File: src/rtl/z80_bus_mem_slave_if.sv
// Z80 CPU bus bundle between a CPU (or bus-functional model) and a memory/IO slave.
//   master : drives the CPU control strobes, address and write data; receives read data and WAIT.
//   slave  : samples the CPU strobes, address and write data; drives read data and WAIT.
// All control strobes are active-low, exactly as they appear on the Z80 pins.
interface z80_bus_mem_slave_if;
  logic        m1_n;
  logic        mreq_n;
  logic        iorq_n;
  logic        rd_n;
  logic        wr_n;
  logic        rfsh_n;
  logic [15:0] A;
  logic [7:0]  cpu_dout;
  logic [7:0]  cpu_di;
  logic        wait_n;

  modport master (
    output m1_n, mreq_n, iorq_n, rd_n, wr_n, rfsh_n, A, cpu_dout,
    input  cpu_di, wait_n
  );

  modport slave (
    input  m1_n, mreq_n, iorq_n, rd_n, wr_n, rfsh_n, A, cpu_dout,
    output cpu_di, wait_n
  );
endinterface

File: src/rtl/z80_bus_mem_slave.sv
// Z80 bus slave: byte RAM, programmable wait states, one decoded OUT-port latch and a
// committed-write counter. Every bus access is committed exactly once, on the enabled edge that
// enters StDone; the FSM then holds until MREQ and IORQ are both released.
//   clk, reset_n  : clock, asynchronous active-low reset
//   clk_enable    : CPU clock enable; bus-side state only advances while high
//   bus           : Z80 pin bundle (slave modport): strobes, A, cpu_dout in; cpu_di, wait_n out
//   io_latch      : last byte written to a matching OUT port
//   io_strobe     : one-clk pulse on the edge io_latch is loaded
//   wr_count      : committed RAM writes, wraps at 16 bits
//   ld_en/ld_addr/ld_data : preload port, writes RAM on every clk edge regardless of clk_enable
module z80_bus_mem_slave #(
  parameter int unsigned ADDR_W      = 4,
  parameter int unsigned WAIT_STATES = 0,
  parameter logic [7:0]  IO_MASK     = 8'h01,
  parameter logic [7:0]  IO_MATCH    = 8'h00,
  parameter logic [7:0]  IO_RD_VAL   = 8'hFF
) (
  input  logic                  clk,
  input  logic                  reset_n,
  input  logic                  clk_enable,
  z80_bus_mem_slave_if.slave    bus,
  output logic [7:0]            io_latch,
  output logic                  io_strobe,
  output logic [15:0]           wr_count,
  input  logic                  ld_en,
  input  logic [ADDR_W-1:0]     ld_addr,
  input  logic [7:0]            ld_data
);

  localparam int unsigned Depth   = 2 ** ADDR_W;
  localparam logic [2:0]  CntLoad = (WAIT_STATES > 0) ? 3'(WAIT_STATES - 1) : 3'd0;

  typedef enum logic [1:0] {StIdle, StWait, StDone} state_e;

  state_e            state_q, state_d;
  logic [2:0]        cnt_q, cnt_d;
  logic              wait_q, wait_d;
  logic [7:0]        cpu_di_q, cpu_di_d;
  logic [7:0]        io_latch_q, io_latch_d;
  logic              io_strobe_q, io_strobe_d;
  logic [15:0]       wr_count_q, wr_count_d;
  logic              mem_we;
  logic              commit;

  logic [7:0]        mem_q [Depth];
  logic [ADDR_W-1:0] addr;

  logic mem_acc, io_acc, inta, access, io_hit;

  // Upper address bits are deliberately ignored (RAM aliases across the 64K space).
  logic unused_addr;
  assign unused_addr = ^bus.A[15:ADDR_W];

  assign addr = bus.A[ADDR_W-1:0];

  // Refresh cycles carry MREQ low but are excluded so they never read, write or wait.
  assign mem_acc = !bus.mreq_n && bus.rfsh_n && (!bus.rd_n || !bus.wr_n);
  assign io_acc  = !bus.iorq_n && bus.m1_n && (!bus.rd_n || !bus.wr_n);
  assign inta    = !bus.iorq_n && !bus.m1_n;
  assign access  = mem_acc || io_acc || inta;
  assign io_hit  = ((bus.A[7:0] & IO_MASK) == (IO_MATCH & IO_MASK));

  always_comb begin
    state_d     = state_q;
    cnt_d       = cnt_q;
    wait_d      = wait_q;
    cpu_di_d    = cpu_di_q;
    io_latch_d  = io_latch_q;
    io_strobe_d = 1'b0;
    wr_count_d  = wr_count_q;
    mem_we      = 1'b0;
    commit      = 1'b0;

    if (clk_enable) begin
      unique case (state_q)
        StIdle: begin
          if (access) begin
            // Interrupt acknowledge is answered immediately; wait states apply to mem/IO only.
            if ((WAIT_STATES > 0) && !inta) begin
              state_d = StWait;
              cnt_d   = CntLoad;
              wait_d  = 1'b0;
            end else begin
              state_d = StDone;
              commit  = 1'b1;
            end
          end
        end
        StWait: begin
          wait_d = 1'b0;
          if (cnt_q == 3'd0) begin
            state_d = StDone;
            wait_d  = 1'b1;
            commit  = 1'b1;
          end else begin
            cnt_d = cnt_q - 3'd1;
          end
        end
        StDone: begin
          wait_d = 1'b1;
          if (bus.mreq_n && bus.iorq_n) begin
            state_d = StIdle;
          end
        end
        default: begin
          state_d = StIdle;
          wait_d  = 1'b1;
        end
      endcase

      if (commit) begin
        if (mem_acc && !bus.rd_n) begin
          // Reads the pre-write array, so a same-edge preload is not visible yet.
          cpu_di_d = mem_q[addr];
        end else if (mem_acc && !bus.wr_n) begin
          // A preload on the same edge owns the RAM write port; the bus write is dropped.
          if (!ld_en) begin
            mem_we     = 1'b1;
            wr_count_d = wr_count_q + 16'd1;
          end
        end else if ((io_acc && !bus.rd_n) || inta) begin
          cpu_di_d = IO_RD_VAL;
        end else if (io_acc && !bus.wr_n && io_hit) begin
          io_latch_d  = bus.cpu_dout;
          io_strobe_d = 1'b1;
        end
      end
    end
  end

  always_ff @(posedge clk or negedge reset_n) begin
    if (!reset_n) begin
      state_q     <= StIdle;
      cnt_q       <= 3'd0;
      wait_q      <= 1'b1;
      cpu_di_q    <= 8'hFF;
      io_latch_q  <= 8'h00;
      io_strobe_q <= 1'b0;
      wr_count_q  <= 16'd0;
    end else begin
      state_q     <= state_d;
      cnt_q       <= cnt_d;
      wait_q      <= wait_d;
      cpu_di_q    <= cpu_di_d;
      io_latch_q  <= io_latch_d;
      io_strobe_q <= io_strobe_d;
      wr_count_q  <= wr_count_d;
    end
  end

  // RAM is intentionally not reset; contents survive reset_n.
  always_ff @(posedge clk) begin
    if (ld_en) begin
      mem_q[ld_addr] <= ld_data;
    end else if (mem_we) begin
      mem_q[addr] <= bus.cpu_dout;
    end
  end

  assign bus.cpu_di = cpu_di_q;
  assign bus.wait_n = (WAIT_STATES == 0) ? 1'b1 : wait_q;
  assign io_latch   = io_latch_q;
  assign io_strobe  = io_strobe_q;
  assign wr_count   = wr_count_q;

endmodule
File: src/flat_wrapper.sv
// flat-port wrapper written by rule: the top's interface ports become plain ports
module z80_bus_mem_slave_flat 
#(
  parameter int unsigned ADDR_W      = 4,
  parameter int unsigned WAIT_STATES = 0,
  parameter logic [7:0]  IO_MASK     = 8'h01,
  parameter logic [7:0]  IO_MATCH    = 8'h00,
  parameter logic [7:0]  IO_RD_VAL   = 8'hFF
)
  (clk, reset_n, clk_enable, io_latch, io_strobe, wr_count, ld_en, ld_addr, ld_data, bus_m1_n, bus_mreq_n, bus_iorq_n, bus_rd_n, bus_wr_n, bus_rfsh_n, bus_A, bus_cpu_dout, bus_cpu_di, bus_wait_n);
  z80_bus_mem_slave_if bus_i ();
  input  logic clk;
  input  logic reset_n;
  input  logic clk_enable;
  output logic [7:0] io_latch;
  output logic io_strobe;
  output logic [15:0] wr_count;
  input  logic ld_en;
  input  logic [ADDR_W-1:0] ld_addr;
  input  logic [7:0] ld_data;
  input wire logic [$bits(bus_i.m1_n)-1:0] bus_m1_n;
  input wire logic [$bits(bus_i.mreq_n)-1:0] bus_mreq_n;
  input wire logic [$bits(bus_i.iorq_n)-1:0] bus_iorq_n;
  input wire logic [$bits(bus_i.rd_n)-1:0] bus_rd_n;
  input wire logic [$bits(bus_i.wr_n)-1:0] bus_wr_n;
  input wire logic [$bits(bus_i.rfsh_n)-1:0] bus_rfsh_n;
  input wire logic [$bits(bus_i.A)-1:0] bus_A;
  input wire logic [$bits(bus_i.cpu_dout)-1:0] bus_cpu_dout;
  output wire logic [$bits(bus_i.cpu_di)-1:0] bus_cpu_di;
  output wire logic [$bits(bus_i.wait_n)-1:0] bus_wait_n;
  assign bus_i.m1_n = bus_m1_n;
  assign bus_i.mreq_n = bus_mreq_n;
  assign bus_i.iorq_n = bus_iorq_n;
  assign bus_i.rd_n = bus_rd_n;
  assign bus_i.wr_n = bus_wr_n;
  assign bus_i.rfsh_n = bus_rfsh_n;
  assign bus_i.A = bus_A;
  assign bus_i.cpu_dout = bus_cpu_dout;
  assign bus_cpu_di = bus_i.cpu_di;
  assign bus_wait_n = bus_i.wait_n;
  z80_bus_mem_slave #(.ADDR_W(ADDR_W), .WAIT_STATES(WAIT_STATES), .IO_MASK(IO_MASK), .IO_MATCH(IO_MATCH), .IO_RD_VAL(IO_RD_VAL)) u_core (.clk(clk), .reset_n(reset_n), .clk_enable(clk_enable), .bus(bus_i), .io_latch(io_latch), .io_strobe(io_strobe), .wr_count(wr_count), .ld_en(ld_en), .ld_addr(ld_addr), .ld_data(ld_data));
endmodule
File: config.mk
export PLATFORM = sky130hd
export DESIGN_NAME = z80_bus_mem_slave_flat
export DESIGN_NICKNAME = d
export VERILOG_FILES = /design/src/rtl/z80_bus_mem_slave_if.sv /design/src/rtl/z80_bus_mem_slave.sv /design/src/flat_wrapper.sv
export SDC_FILE = /design/constraint.sdc
export NUM_CORES = 1
export LEC_CHECK = 0
export BUFFER_PORTS_ARGS = -buffer_cell sky130_fd_sc_hd__buf_2
export CAP_MARGIN = 20
export CORE_MARGIN = 2
export CORE_UTILIZATION = 55
export CTS_CLUSTER_DIAMETER = 60
export DETAILED_ROUTE_END_ITERATION = 12
export PLACE_DENSITY = 0.76
export REMOVE_ABC_BUFFERS = 1
export SKIP_CTS_REPAIR_TIMING = 1
export SYNTH_ARGS = -nofsm -noshare
export SYNTH_HDL_FRONTEND = slang
export SYNTH_SLANG_ARGS = --single-unit
export TNS_END_PERCENT = 50
File: constraint.sdc
create_clock -name clk -period 2.65 [get_ports clk]
set_clock_uncertainty 0.2 [all_clocks]
set_input_delay 0.3975 -clock clk [delete_from_list [all_inputs] [get_ports clk]]
set_output_delay 0.3975 -clock clk [all_outputs]
set_load 0.02 [all_outputs]
# == Word-level counts from Yosys, hierarchy flattened ==
# Memory sizes are Yosys's and may differ from the RTL's.
# Cells that the tools add are included.
# word_totals
ramBits,128
word_cells,80
input_bits,46
out_inout_bits,34
rom_bits,0
memories,1
latch_bits,0
ff_bits,38
# mem_list
memory,depth,width,read_ports,rd_clocked_by_memory_dff,wr,line_no,rtl
u_core.mem_q,16,8,1,0,1,z80_bus_mem_slave.sv:45,logic [7:0] mem_q [Depth];
# op_classes
n_lt_le_gt_ge,0
mux,30
addsub,2
n_shift,0
bitwise_logic,5
div,0
reduce_logical,30
mul,0
eq_ne,6
# ops
operator,n
8-bit 2-to-1 mux,4
1-bit 2-to-1 mux,20
16-bit by 1-bit adder with 16-bit output (second input constant),1
1-bit logical AND,11
8-bit zero test,1
2-bit by 1-bit inequality test with 1-bit output (second input constant),4
4-bit AND reduction,2
8-bit OR reduction,1
2-bit 2-to-1 mux,3
2-bit case mux with 3 select lines,1
6-bit AND reduction,1
1-bit zero test,5
1-bit inverter,5
5-bit AND reduction,1
1-bit logical OR,4
4-bit 2-to-1 mux,1
3-bit zero test,1
3-bit AND reduction,1
3-bit by 1-bit subtractor with 3-bit output (second input constant),1
2-bit by 1-bit equality test with 1-bit output (second input constant),1
2-bit equality test (second input constant),1
2-bit zero test,1
1-bit case mux with 2 select lines,1
2-bit nonzero test,1

# == Depth between registers and ports, before layout ==
# depth
word_depth,15
ltp_mapped,7

# == Worst setup path after synthesis ==
# OpenSTA, ideal clock, no wires.
# synth_path
path_kind,input port to flip-flop
start,input port bus_rd_n
end,"memory u_core.mem_q[5][0], enable pin"
setup_ps,373
path_slack_ps,312
t_arrival_ps,1765
stages,5
path_cell_list,and4bb_2 buf_4 nand2_1 mux2_2 nor2b_1
# synth_via
elab_chain_len,15
elab_cells_between_ends,21
classes_between,12 x mux; 9 x reduce/logical
# synth_lines
item,line_no,rtl
"start, declared",flat_wrapper.sv:24,input wire logic [$bits(bus_i.rd_n)-1:0] bus_rd_n;
1-bit zero test (*),"z80_bus_mem_slave.sv:57, z80_bus_mem_slave.sv:58, z80_bus_mem_slave.sv:112",
1-bit logical OR,"z80_bus_mem_slave.sv:57, z80_bus_mem_slave.sv:58",
"1-bit logical AND, on equally long branches","z80_bus_mem_slave.sv:57, z80_bus_mem_slave.sv:58",
1-bit logical OR (2 in a row),z80_bus_mem_slave.sv:60,assign access = mem_acc || io_acc || inta;
1-bit 2-to-1 mux,z80_bus_mem_slave.sv:77,if (access) begin
1-bit case mux with 2 select lines,z80_bus_mem_slave.sv:75,unique case (state_q)
1-bit 2-to-1 mux,z80_bus_mem_slave.sv:74,if (clk_enable) begin
1-bit 2-to-1 mux (*),z80_bus_mem_slave.sv:111,if (commit) begin
1-bit 2-to-1 mux (*),z80_bus_mem_slave.sv:74,
1-bit 2-to-1 mux (*),z80_bus_mem_slave.sv:155,end else if (mem_we) begin
1-bit 2-to-1 mux (*),z80_bus_mem_slave.sv:153,if (ld_en) begin
1-bit 2-to-1 mux (not written as such) (*),z80_bus_mem_slave.sv:156,mem_q[addr] <= bus.cpu_dout;
8-bit OR reduction (no line),n/a,
4-bit 2-to-1 mux (no line) / 1-bit 2-to-1 mux (equally long branches),n/a,
"end, declared",z80_bus_mem_slave.sv:45,
# Every way passes the cells marked *; elsewhere a longest branch is shown, timed or not. The select of a mux whose other input is x is not followed.

# == Worst setup path after layout ==
# layout_path
start,register u_core.state_q[1]
end,"memory u_core.mem_q[8][3], enable pin"
# layout_via
elab_chain_len,10
elab_cells_between_ends,12
classes_between,1 x eq/ne; 9 x mux; 2 x reduce/logical
# layout_lines
item,line_no,rtl
"start, declared",z80_bus_mem_slave.sv:35,"state_e state_q, state_d;"
"start signal, assigned",z80_bus_mem_slave.sv:133,state_q <= StIdle;
"start signal, assigned",z80_bus_mem_slave.sv:141,state_q <= state_d;
2-bit by 1-bit equality test with 1-bit output / 2-bit zero test (equally long branches),z80_bus_mem_slave.sv:75,
1-bit case mux with 2 select lines (*),z80_bus_mem_slave.sv:75,
1-bit 2-to-1 mux (*),z80_bus_mem_slave.sv:74,
1-bit 2-to-1 mux (*),z80_bus_mem_slave.sv:111,
1-bit 2-to-1 mux (*),z80_bus_mem_slave.sv:74,
1-bit 2-to-1 mux (*),z80_bus_mem_slave.sv:155,
1-bit 2-to-1 mux (*),z80_bus_mem_slave.sv:153,
1-bit 2-to-1 mux (not written as such) (*),z80_bus_mem_slave.sv:156,
8-bit OR reduction (no line),n/a,
4-bit 2-to-1 mux (no line) / 1-bit 2-to-1 mux (equally long branches),n/a,
# Marks and branches as above.

==> results.yml <==
grt:
  first_global_vias: 4019
  globalRouteTotalUtil: 0.230
  global_route.overflow_total: 0
  global_route_wire_length_before_repair_mm: 21.7
  grt_antenna_before_repair: 0
  maximum_number_of_pins_on_one_net_before_global_route_repair: 35
layout:
  reg_area_um2: 4700
  num-fill-cells: 812
  post_route_cells_drive_above_1_share: 0.341
  antenna_cells_inserted: 0
  syn_to_final_growth_pct: 19.4
  total_area_of_multi_input_combinational_cells_um2: 1870
  fin_nets: 539
sta:
  setup_ws_ns: 0.184
  slew_headroom: 0.317
  final_max_slew_violation_count: 0
  worst_pin_slew_ns: 1.02
  timing.final.setup_violations: 0
  finalCritPeriodShare: 0.931
  fmax_mhz: 405
  min_tclk_post_route_ns: 2.47
  timing_hold_violations_final: 0
  final.setup.tns_ns: 0
  unrepaired_setup_endpoints_after_global_routing: "no"
logic_synthesis:
  synth_area_leaders: "sky130_fd_sc_hd__edfxtp_1 (57%), sky130_fd_sc_hd__mux4_2 (11%), sky130_fd_sc_hd__dfrtp_1 (9.7%)"
  synthMostInstantiatedCell: "sky130_fd_sc_hd__edfxtp_1"
  ys_async_sr_fraction: 0.210
  warning_count_from_the_yosys_run: 0
  yosys.area.top_type_share: 0.570
  synth_enable_flop_cells: 128
  most_frequent_cells_after_synthesis: "sky130_fd_sc_hd__edfxtp_1 (128), sky130_fd_sc_hd__nand2_1 (38), sky130_fd_sc_hd__mux4_2 (32), sky130_fd_sc_hd__nor2_1 (27), sky130_fd_sc_hd__dfrtp_1 (26)"
  postSynthRegisterBits: 162
  mappedNetlistArea_um2: 6740
  synth_ff_type: "sky130_fd_sc_hd__edfxtp_1"
  synth_largest_area_cell: "sky130_fd_sc_hd__edfxtp_1"
  yosysSeqAreaShare: 0.698
  post_synth.cell_area_avg_um2: 16.8
  syn-instance-count: 402
  post_synth_num_cell_types: 45
placement:
  detailedPlace.worstSlack_ns: 0.0391
  place.detailed.hpwl_mm: 9.29
  gp_routability_congestion: 0.908
  placement.io_buffers: 66
route:
  final_antenna_net_count: 0
  drt_drc_violations_left: 0
  routed_wl_mm: 14.1
  detail_route.vias_per_cell: 5.98
  routedWlPerCell_um: 21.6
  via_count: 3902
  drc_marker_count_from_the_first_detailed_route_iteration: 272
  first_pass_iters: 4
die:
  die_area_um2: 13200
  die-width_um: 115
  floorplan.initialDensity: 0.561
  floorplan.core_area_um2: 12000
  floorplan.io_pins: 80
  fp-row-count: 40
  chipHeight_um: 115
critical_path:
  crit_path_max_incr_delay_ns: 0.77
  critical_path_class: "reg2reg"
  worst-path-max-fanout: 8
  crit_required_ns: 2.49
  setup.worst_path.end_class: "flip-flop"
  timing.critical_path.from_type: "flip-flop"
  regToRegEndpoint: "u_core.mem_q[8][3]$_DFFE_PP_"
  crit_arrival_ns: 2.31
  critical_path.slowest_cell: "sky130_fd_sc_hd__nor2_1"
  rrSetupSlack_ns: 0.18
  r2r_start: "u_core.state_q[1]$_DFFE_PN0P_"
  rr_worst_depth: 4
  largest_delay_share_family_worst_path: "simple AND/OR/NAND/NOR gates"
  cp_cell_sequence: "and4bb_2, nand3_1, o22a_1, nor2_1"
  worst-path-buf-inv: 0
power:
  power.leakage_nw: 3.09
  power.density_nw_per_um2: 773
  worst_ir_drop_vdd_uv: 642
  finalPower_mw: 6.22
clock_network:
  clock_latency_ns: 0.42
  numClockSinks: 162
  cts_tree: "built"
  cts_root_buf: "sky130_fd_sc_hd__clkbuf_16"
  cts.htree.levels: 4
  cts_max_path_buffers: 2
  cts_inserted_buffers: 17
  cts.reportedPaths.clkPinSlew_ns: 0.06
job:
  drv.max_cap_violation_count: 0
run_status:
  run_status: "finished clean"
hold_path:
  timing.hold.worst_path_depth: 2
  hold-path-endpoint: "u_core.state_q[1]$_DFFE_PN0P_"
  hold_path_class: "in2reg"
  hp-start: "bus_iorq_n"
worst reg2reg max path, delay by kind of cell (launching register included):
family,cells,cell delay [ns]
flip-flops,1,0.41
AND/OR/NAND/NOR,3,1.24
AO/OA/AOI/OAI,1,0.23
cell type report:
| cell class | instances | share of cell area |
|---|---|---|
| flip-flops and latches | 162 | 0.585 |
| multi-input cells | 211 | 0.232 |
| repair buffers | 90 | 0.0700 |
| clock buffers | 18 | 0.0533 |
| clock inverters | 14 | 0.0322 |
| well taps | 147 | 0.0229 |
| inverters | 10 | 0.00466 |
logic make-up after synthesis:
kind of cell,share of synthesized area
DFF,0.698
and+or+nand+nor,0.0843
muxes,0.138
AOI/OAI and AO/OA,0.0330
buffers and inverters,0.0247
xor gates and xnor gates,0.0195
adders and majority gates,0.00186
other,0.000556
through the flow:
stage | utilization | hold WS [ns] | instances | area [um^2]
2_1_floorplan | - | -0.0981 | 383 | 6610
3_3_place_gp | 0.612 | 0.254 | 619 | 7350
3_5_place_dp | 0.612 | 0.262 | 619 | 7350
4_1_cts | 0.669 | -0.127 | 651 | 8040
5_1_grt | 0.670 | 0.0267 | 652 | 8050
6_report | 0.670 | 0.0151 | 652 | 8050
report_power, final:
group / internal, mW / leakage (nW) / total [mW] / switching (mW)
combinational: 0.194 / 1.16 / 0.476 / 0.283
sequential: 2.86 / 1.60 / 2.91 / 0.0536
clock: 1.86 / 0.334 / 2.83 / 0.972
total: 4.92 / 3.09 / 6.22 / 1.31
sequential cells by signal, summed over array words and instances, names as in the netlist:
| name | cells |
|---|---|
| u_core.state_q | 1 |
| u_core.bus.cpu_di | 8 |
| u_core.mem_q | 128 |
| u_core.io_strobe | 1 |
| u_core.io_latch | 8 |
| u_core.wr_count | 16 |
cells in the final DEF, fill, tap and decap left out, drive strengths merged, types with 5 or more instances in the layout:
cell type and count:
mux2i 11, mux4 32, nand2 38, inv 11, nor2 27, nand3 13
o21ai 11, mux2 9, clkinv 5, edfxtp 128, nand4 5, o32a 8
buf 89, xnor2 8, xor2 7, bufinv 7, nor2b 9, dfstp 8
clkbuf 18, dfrtp 26
routing by layer:
metal  track usage  wire length (um)
met2         0.385              7180
met1         0.298              5750
met5             0                 0
met4        0.0884               259
met3        0.0529               871
worst max path at each step:
stage / from / endpoint / slack (ns) / depth (start not counted)
floorplan: bus_rd_n / u_core.mem_q[5][0]$_DFFE_PP_ / 0.22 / 4
global placement: bus_mreq_n / u_core.mem_q[8][2]$_DFFE_PP_ / 0.18 / 5
detailed placement: bus_rfsh_n / u_core.mem_q[8][2]$_DFFE_PP_ / 0.04 / 5
CTS: u_core.state_q[1]$_DFFE_PN0P_ / u_core.mem_q[8][6]$_DFFE_PP_ / 0.18 / 4
global route: u_core.state_q[1]$_DFFE_PN0P_ / u_core.mem_q[8][6]$_DFFE_PP_ / 0.10 / 4
finish: u_core.state_q[1]$_DFFE_PN0P_ / u_core.mem_q[8][3]$_DFFE_PP_ / 0.18 / 4
No activity file was read; power rests on OpenSTA's default activity.
